===== config.mk =====
export PLATFORM = sky130hd
export DESIGN_NAME = detector_share_arbiter
export DESIGN_NICKNAME = d
export VERILOG_FILES = /design/src/rtl/detector_share_arbiter.sv
export SDC_FILE = /design/constraint.sdc
export NUM_CORES = 1
export LEC_CHECK = 0
export ABC_AREA = 1
export ABC_CLOCK_PERIOD_IN_PS = 3500
export CORE_ASPECT_RATIO = 0.9
export CORE_UTILIZATION = 58
export DETAILED_ROUTE_END_ITERATION = 16
export PLACE_DENSITY = 0.95
export SLEW_MARGIN = 20
export SYNTH_ARGS = -nofsm -noshare
export SYNTH_HDL_FRONTEND = slang
export SYNTH_SLANG_ARGS = --single-unit

===== constraint.sdc =====
create_clock -name CLK -period 3.5 [get_ports CLK]
set_clock_uncertainty 0.05 [all_clocks]
set_input_delay 0.7 -clock CLK [delete_from_list [all_inputs] [get_ports CLK]]
set_output_delay 0.7 -clock CLK [all_outputs]
set_load 0.03 [all_outputs]

===== src/rtl/detector_share_arbiter.sv =====
// -----------------------------------------------------------------------------
// detector_share_arbiter
//
// Round-robin arbiter that time-shares one serial sequence-detector FSM between
// NUM_REQ requesters. The granted requester's serial bit is steered onto the
// detector input. Every grant starts with a one-cycle detector clear, lasts at
// most MAX_HOLD cycles and is followed by exactly one all-idle GAP cycle.
//
// Parameters:
//   NUM_REQ  number of requesters (2..8)
//   MAX_HOLD maximum consecutive cycles in one grant (2..255)
//   CNT_W    hold-counter width, 2**CNT_W > MAX_HOLD
//
// Ports:
//   CLK      clock, rising edge
//   RST      asynchronous reset, active low
//   REQ      per-requester request level
//   BIT_IN   per-requester serial bit
//   LOCK     grant-extension request (only honoured with ARB_LOCK_EN)
//   GNT      one-hot registered grant
//   BUSY     high while any grant is active
//   DET_IN   steered serial bit to the shared detector (combinational)
//   DET_CLR  registered one-cycle clear pulse at the start of each grant
//   OWNER    binary index of the current or last owner
//
// Build option:
//   ARB_LOCK_EN  when defined, LOCK=1 with the owner still requesting
//                suppresses the MAX_HOLD exit; otherwise LOCK is ignored.
// -----------------------------------------------------------------------------
module detector_share_arbiter #(
   parameter int NUM_REQ  = 4,
   parameter int MAX_HOLD = 8,
   parameter int CNT_W    = 8
) (
   input  logic               CLK,
   input  logic               RST,
   input  logic [NUM_REQ-1:0] REQ,
   input  logic [NUM_REQ-1:0] BIT_IN,
   input  logic               LOCK,
   output logic [NUM_REQ-1:0] GNT,
   output logic               BUSY,
   output logic               DET_IN,
   output logic               DET_CLR,
   output logic [2:0]         OWNER
);

   localparam logic [NUM_REQ-1:0] ONE  = NUM_REQ'(1);
   localparam logic [CNT_W-1:0]   HOLD = CNT_W'(MAX_HOLD);
   localparam logic [2:0]         LAST = 3'(NUM_REQ - 1);

   typedef enum logic [1:0] {
      IDLE  = 2'd0,
      GRANT = 2'd1,
      GAP   = 2'd2
   } state_t;

   state_t             state, state_n;
   logic [NUM_REQ-1:0] gnt_n;
   logic               busy_n;
   logic               clr_n;
   logic [2:0]         owner_n;
   logic [2:0]         ptr, ptr_n;
   logic [CNT_W-1:0]   cnt, cnt_n;

   logic               found;
   logic [2:0]         win;
   logic [NUM_REQ-1:0] win_oh;
   logic               req_own;
   logic               hold_hit;
   logic               grant_exit;
   logic [2:0]         ptr_adv;

   // Rotating priority search starting at ptr.
   always_comb begin
      int idx;
      found  = 1'b0;
      win    = 3'd0;
      win_oh = '0;
      for (int i = 0; i < NUM_REQ; i++) begin
         idx = int'(ptr) + i;
         if (idx >= NUM_REQ) idx = idx - NUM_REQ;
         if (!found && ((REQ & (ONE << idx)) != '0)) begin
            found  = 1'b1;
            win    = 3'(idx);
            win_oh = ONE << idx;
         end
      end
   end

   // GNT is one-hot on OWNER whenever BUSY, so masking with GNT selects the
   // owner's lines and yields 0 outside a grant (including during reset).
   assign req_own  = |(REQ & GNT);
   assign DET_IN   = |(BIT_IN & GNT);
   assign hold_hit = (cnt >= HOLD);
   assign ptr_adv  = (OWNER >= LAST) ? 3'd0 : OWNER + 3'd1;

`ifdef ARB_LOCK_EN
   assign grant_exit = !req_own || (hold_hit && !LOCK);
`else
   logic unused_lock;
   assign unused_lock = LOCK;
   assign grant_exit  = !req_own || hold_hit;
`endif

   always_comb begin
      state_n = state;
      gnt_n   = GNT;
      busy_n  = BUSY;
      clr_n   = 1'b0;
      owner_n = OWNER;
      ptr_n   = ptr;
      cnt_n   = cnt;
      case (state)
         GRANT: begin
            if (grant_exit) begin
               state_n = GAP;
               gnt_n   = '0;
               busy_n  = 1'b0;
               ptr_n   = ptr_adv;
               cnt_n   = '0;
            end else if (!hold_hit) begin
               cnt_n = cnt + CNT_W'(1);
            end
         end
         default: begin
            // IDLE and GAP arbitrate identically; GAP only guarantees one idle cycle.
            if (found) begin
               state_n = GRANT;
               gnt_n   = win_oh;
               busy_n  = 1'b1;
               clr_n   = 1'b1;
               owner_n = win;
               cnt_n   = CNT_W'(1);
            end else begin
               state_n = IDLE;
               gnt_n   = '0;
               busy_n  = 1'b0;
               cnt_n   = '0;
            end
         end
      endcase
   end

   always_ff @(posedge CLK or negedge RST) begin
      if (!RST) begin
         state   <= IDLE;
         GNT     <= '0;
         BUSY    <= 1'b0;
         DET_CLR <= 1'b0;
         OWNER   <= 3'd0;
         ptr     <= 3'd0;
         cnt     <= '0;
      end else begin
         state   <= state_n;
         GNT     <= gnt_n;
         BUSY    <= busy_n;
         DET_CLR <= clr_n;
         OWNER   <= owner_n;
         ptr     <= ptr_n;
         cnt     <= cnt_n;
      end
   end

endmodule


==> results of run 1 <==
[layout make-up]
| cell class | count | share of cell area (%) |
|---|---|---|
| clock buffers | 3 | 1.273 |
| inverters | 28 | 6.082 |
| well taps | 28 | 1.980 |
| multi-input cells | 163 | 49.93 |
| flip-flops and latches | 21 | 29.70 |
| clock inverters | 1 | 0.2829 |
| repair buffers | 19 | 10.75 |
[power groups by stage]
stage | registers (mW) | logic, mW | clock network (mW)
after floorplan | 0.436 | 0.720 | 0
after CTS | 0.371 | 1.04 | 0.115
final | 0.372 | 1.04 | 0.112
after detailed placement | 0.375 | 1.03 | 0
after global placement | 0.373 | 1.00 | 0
after global routing | 0.381 | 1.16 | 0.127
[synth_stat cells]
cell	number	share of area (%)
nor3_1	1	0.33
nand2_1	79	20
xor2_1	1	0.58
inv_4	1	0.41
nor2_2	1	0.41
nor2_8	2	2.6
nand2_8	1	1.3
ha_1	10	8.3
nor2_4	1	0.74
nand4_1	3	1.2
nand3b_4	1	1.3
xnor2_1	1	0.58
nand3_4	1	1.2
o21ai_0	4	1.3
nand2_4	3	2.2
inv_2	1	0.25
nand3_2	1	0.66
nand3b_1	1	0.50
inv_1	26	6.4
conb_1	1	0.25
o211ai_1	1	0.50
nand3_1	18	5.9
nand2_2	5	2.1
nor2_1	24	5.9
dfrtp_1	21	35
buf_6	1	0.74
[critical path, delay by kind of cell]
kind,cells,cell delay [ns]
buf+inv,2,1.12
simple gates,2,0.13
[stage by stage]
stage / power, mW / cells / util, % / hold WS [ns] / cell area, um2
2_1_floorplan: 1.156 / 213 / - / 0.3544 / 1528
3_3_place_gp: 1.376 / 259 / 70.59 / 0.4677 / 1742
3_5_place_dp: 1.406 / 259 / 70.59 / 0.4752 / 1742
4_1_cts: 1.522 / 263 / 71.70 / 0.5047 / 1769
5_1_grt: 1.668 / 263 / 71.70 / 0.5225 / 1769
6_report: 1.527 / 263 / 71.70 / 0.4970 / 1769
[cells by family (layout without fill, tap and decap cells)]
group                    after synthesis  count (layout)
flip-flops                            21              21
buffers and inverters                 29              51
other                                  1               4
AO/OA/AOI/OAI                          5               5
XOR/XNOR                               2               2
AND/OR/NAND/NOR                      142             142
adder cells (fa/ha/maj)               10              10
[routing by layer]
| layer | wire (um) | track usage [%] | up-vias |
|---|---|---|---|
| met5 | 0 | 0 | - |
| met4 | 10 | 2.846 | 0 |
| met3 | 239 | 4.381 | 4 |
| met2 | 1499 | 43.37 | 57 |
| met1 | 1451 | 32.50 | 597 |
| li1 | - | - | 690 |
[registers in the layout, summed over array words and instances (netlist names)]
name     count
state        2
GNT          4
DET_CLR      1
ptr          3
OWNER        3
cnt          8
[cell usage in the layout, fill, tap and decap left out, types with 2 or more instances in the layout]
cell and n:
inv_1 26, nor2_1 24, clkdlybuf4s50_1 19, conb_1 4, o21ai_0 4, ha_1 10, nand4_1 3, nand2_1 79
nor2_8 2, nand2_4 3, clkbuf_4 3, nand2_2 5, dfrtp_1 21, nand3_1 18
[path summary, 6_finish.rpt]
kind	startpoint	end	cells after the start
max in group asynchronous	RST	state[0]$_DFFE_PN0P_	1
worst min register to register	cnt[0]$_DFFE_PN0P_	cnt[0]$_DFFE_PN0P_	1
min in group asynchronous	RST	cnt[2]$_DFFE_PN0P_	1
worst min-delay path	cnt[0]$_DFFE_PN0P_	cnt[0]$_DFFE_PN0P_	1
worst max-delay path	BIT_IN[0]	DET_IN	4
worst max register to register	ptr[0]$_DFFE_PN0P_	GNT[1]$_DFFE_PN0P_	12
==> results.md, run 1 <==
* Power density over cell area at 862.9 nW/um2
* Post_cts resized at 0
* Site Rows at 17
* GPL Wtd Cong at 0.9052
* CP max-delay cell: clkdlybuf4s50_1
* Final Setup Violations at 0
* Final Max Tran Viols at 0
* CTS clk-pin slew, worst paths at 0.11 ns
* Worst slew pin tran at 0.9424 ns
* Unique masters post-synth at 26
* CTS tree: done
* Largest net degree at the start of global routing at 22
* Die W at 55.90 um
* RSZ-0062 raised after global routing: no
* Nets at 257
* Area of the mapped netlist at 1516 um2
* DPL Wire Length at 2442 um
* Port bufs at 19
* Largest family of logic cells by synthesized area: simple AND/OR/NAND/NOR gates
* Max VDD drop at 0.0005604 V
* Avg Vias per Cell at 5.125
* Status: finished, final reports clean
* H-Tree Depth at 1
* Area Overhead vs Synth at 16.67%
* Synth Warn # at 0
* WS Path Type: in -> out
* Root Buffer Master: clkbuf_4
* Vias in the first global route at 1236
* Grt ovf at 0
* Crit path DAT at 1.96 ns
* Syn avg cell area at 7.221 um2
* Core area at 2467 um2
* Layout fillers at 207
* DRT Wirelength at 3201 um
* Fin crit share at 77.31%
* Initial Util at 61.46%
* Total net switching power at 809.3 uW
* Internal at 717.2 uW
* Die area at 2824 um2
* Layout cell share with drive strength beyond 1 at 9.362%
* Initial antenna violation count at 0
* Leakage dissipation at 0.9917 nW
* Combinational Power Share at 68.3%
* Post-Syn Instances at 210
* First-pass GRT wire length at 5382 um
* Complex-gate fraction of the synthesized area at 1.815%
* Post-CTS Setup Inserts at 0
* Worst Setup Slack, final at 0.7943 ns
* CTS Hold Bufs at 0
* Worst setup SP type: input port
* Fmax at 0.3696 GHz
* XOR/XNOR share of the synthesized area at 1.155%
* Simple-gate area share of the yosys netlist at 46.04%
* Critical path's most frequent cell: clkdlybuf4s50_1
* All-Layer GR Usage at 24.44%
* Sequential Power Share at 24.3%
* Fraction of power spent switching nets at 53.02%
* Crit end category: primary output
* Reg2Reg Setup Slack at 1.33 ns
* Max transition margin at 36.98%
* Max-cap violation count at 0
* Hold Path Class: reg -> reg
* Number of remaining DRC errors at 0
* Routed length per placed instance at 12.17 um
* Clock Latency Late Sink at 0.29 ns
* I/O pins at 21
* CP required at 2.75 ns
* Final ANT Viol Nets at 0
* Register area at 525.5 um2
* Multi-input gate area at 883.3 um2
* Cell Chain, Critical Path: clkdlybuf4s50_1, nand2_1, nand4_1, clkdlybuf4s50_1
* Register area share after synthesis at 34.65%
* ANT cells at 0
* Vias after detailed routing at 1348
* Initial DRC Count at 89
* Post-synthesis mux area share at 0%
* Max incr delay on CP at 0.66 ns
* Synth Register Bits at 21
* TritonCTS buffer count at 3
* Fin. Hold Viols at 0
* Placement Setup Slack at 0.7944 ns
* Synth Area in Adders at 8.251%
* Die height at 50.51 um
* Final Critical Period at 2.706 ns
* Total negative setup slack at 0 ns
* CTS Sinks at 21
* TritonRoute pass-1 iters at 4
* Clk pwr share at 7.3%
* Clk buf depth at 2
* Worst Path Max Fanout at 1
No activity file was read; power rests on OpenSTA's default activity.
==> inputs of run 2 (changes only) <==
ABC_CLOCK_PERIOD_IN_PS = 2250   (was 3500)
CORE_UTILIZATION = 49   (was 58)
PLACE_DENSITY = 0.86   (was 0.95)
clock period = 2.25 ns   (was 3.5 ns; I/O delays follow)
==> run 2 against run 1 <==
Net effect:
- flip-flop and latch count did not move
- global-route usage is 3.7 points lower
- via count grew 0.15%
- critical path type unchanged
- highest routed layer unchanged
==> results.md, run 2 (synthesis results as in run 1) <==
* Fin. Hold Viols at 0 (unchanged)
* Total negative setup slack at 0 ns (unchanged)
* Multi-input gate area at 883.3 um2 (unchanged)
* Combinational Power Share at 68.2% (was 68.3%)
* Global route hottest layer: met2 (unchanged)
* H-Tree Depth at 1 (unchanged)
* Max-cap violation count at 0 (unchanged)
* GRT met1 Usage at 27.15% (was 32.50%)
* Number of remaining DRC errors at 0 (unchanged)
* Vias after detailed routing at 1350 (was 1348)
* Fraction of power spent switching nets at 52.43% (was 53.02%)
* DRT Wirelength at 3107 um (was 3201 um)
* WS Path Type: in -> out (unchanged)
* Sequential Power Share at 24.3% (about the same)
* Die area at 3322 um2 (was 2824 um2)
* TritonRoute pass-1 iters at 4 (unchanged)
* Nets at 259 (was 257)
* Cell Chain, Critical Path: clkdlybuf4s50_1, nand2_1, nand4_1, clkdlybuf4s50_1 (unchanged)
* Vias in the first global route at 1173 (was 1236)
* Worst Path Max Fanout at 1 (unchanged)
* TritonCTS buffer count at 3 (unchanged)
* Die height at 54.78 um (was 50.51 um)
* Worst setup SP type: input port (unchanged)
* Clk pwr share at 7.5% (was 7.3%)
* Max VDD drop at 0.0008137 V (was 0.0005604 V)
* First-pass GRT wire length at 5064 um (was 5382 um)
* Internal at 1.132 mW (was 717.2 uW)
* Overall power at 2.380 mW (was 1.527 mW)
* Power density over cell area at 1323 nW/um2 (was 862.9 nW/um2)
* Max reg flops at 8 (unchanged)
* Register area at 526.8 um2 (was 525.5 um2)
* Leakage dissipation at 0.9977 nW (was 0.9917 nW)
* Top Registers: cnt: 8 flops, GNT: 4 flops (unchanged)
* Site Rows at 18 (was 17)
* Total net switching power at 1.248 mW (was 809.3 uW)
* Hold Path Class: in -> async (was reg -> reg)
* Initial DRC Count at 49 (was 89)
* Final Max Tran Viols at 0 (unchanged)
* Fmax at 0.4501 GHz
* Area Overhead vs Synth at 18.65% (was 16.67%)
* Core area at 2838 um2 (was 2467 um2)
* Status: finished, final reports clean (unchanged)
* Die W at 60.64 um (was 55.90 um)
* CP required at 1.75 ns (was 2.75 ns)
* Routed length per placed instance at 11.22 um (was 12.17 um)
* Largest Register: cnt (unchanged)
* CTS tree: done (unchanged)
* Commonest non-fill, non-tap cell in the layout: nand2_1 (unchanged)
* Clock Latency Late Sink at 0.30 ns (was 0.29 ns)
* Max incr delay on CP at 0.66 ns (about the same)
* Final core utilization at 63.40% (was 71.70%)
* Fin area at 1799 um2 (was 1769 um2)
* Post-CTS Setup Inserts at 0 (unchanged)
* Most frequent cells in the layout: 79 x nand2_1, 26 x inv_1, 24 x nor2_1 (unchanged)
* Avg Vias per Cell at 4.874 (was 5.125)
* Crit path DAT at 1.72 ns (was 1.96 ns)
* Largest net degree at the start of global routing at 22 (unchanged)
* Grt ovf at 0 (unchanged)
* Worst Setup SP: BIT_IN[3] (was BIT_IN[0])
* ANT cells at 0 (unchanged)
* Final ANT Viol Nets at 0 (unchanged)
* GPL Wtd Cong at 0.9048 (was 0.9052)
* Initial Util at 53.44% (was 61.46%)
* Met2 usage at 35.16% (was 43.37%)
* Clk buf depth at 2 (unchanged)
* Port bufs at 19 (unchanged)
* Final Critical Period at 2.222 ns
* Initial antenna violation count at 0 (unchanged)
* Area after DPL at 1772 um2 (was 1742 um2)
* CP max-delay cell: clkdlybuf4s50_1 (unchanged)
* All-Layer GR Usage at 20.77% (was 24.44%)
* CTS Sinks at 21 (unchanged)
* Met3 Usage GRT at 3.783% (was 4.381%)
* Crit end category: primary output (unchanged)
* Post_cts resized at 0 (unchanged)
* I/O pins at 21 (unchanged)
* CTS clk-pin slew, worst paths at 0.11 ns (about the same)
* CTS Hold Bufs at 0 (unchanged)
* Fin crit share at 98.74%
* Layout fillers at 271 (was 207)
* Crit Reg-Reg Startpoint: ptr[0]$_DFFE_PN0P_ (unchanged)
* Final Setup Violations at 0 (unchanged)
* DPL Wire Length at 2405 um (was 2442 um)
* RSZ-0062 raised after global routing: no (unchanged)
* Root Buffer Master: clkbuf_4 (unchanged)
* Layout cell share with drive strength beyond 1 at 10.13% (was 9.362%)
* Critical path's most frequent cell: clkdlybuf4s50_1 (unchanged)
[run 2: changes by cell type in the layout (fill, tap and decap cells not counted)]
cell      previous run  this run
buf_4                0         2
clkbuf_1             0         1
clkinv_2             1         0
dfrtp_1             21        20
dfrtp_2              0         1
[run 2: layout make-up]
class                   instances  share of cell area (%)
flip-flops and latches         21                   29.28
repair buffers                 21                   11.40
clock buffers                   4                   1.460
multi-input cells             163                   49.10
well taps                      40                   2.782
inverters                      28                   5.981
[run 2: stage by stage]
step,setup WS [ns],std cells,hold WS [ns]
final,0.02833,277,0.4305
after global routing,0.0005965,277,0.4511
after CTS,0.03227,277,0.4364
after detailed placement,0.03238,273,0.4777
after global placement,0.05304,273,0.4699
after floorplan,0.3765,213,0.1044
[run 2: path summary, 6_finish.rpt]
check                                     end  slack, ns  cells past startpoint
max in group asynchronous  ptr[0]$_DFFE_PN0P_       1.50                      2
setup reg to reg           GNT[0]$_DFFE_PN0P_       0.17                     12
hold reg to reg            cnt[0]$_DFFE_PN0P_       0.50                      1
min in group CLK           cnt[0]$_DFFE_PN0P_       0.50                      1
setup / recovery                       DET_IN       0.03                      4
hold / removal             GNT[2]$_DFFE_PN0P_       0.43                      2
[run 2: critical path, delay by kind of cell]
kind,cells,cell delay [ns]
buffers and inverters,2,1.13
and+or+nand+nor,2,0.14
[run 2: metal layers]
layer	wire length [um]	vias up
met2	1434	45
met4	32	0
met1	1475	608
li1	-	693
met5	0	-
met3	165	4
[run 2: power groups by stage]
| stage | Clock [mW] | Sequential (mW) | Combinational [mW] |
|---|---|---|---|
| 3_5_place_dp | 0 | 0.583 | 1.61 |
| 2_1_floorplan | 0 | 0.678 | 1.12 |
| 3_3_place_gp | 0 | 0.579 | 1.58 |
| 6_report | 0.178 | 0.579 | 1.62 |
| 4_1_cts | 0.184 | 0.576 | 1.62 |
| 5_1_grt | 0.197 | 0.597 | 1.79 |
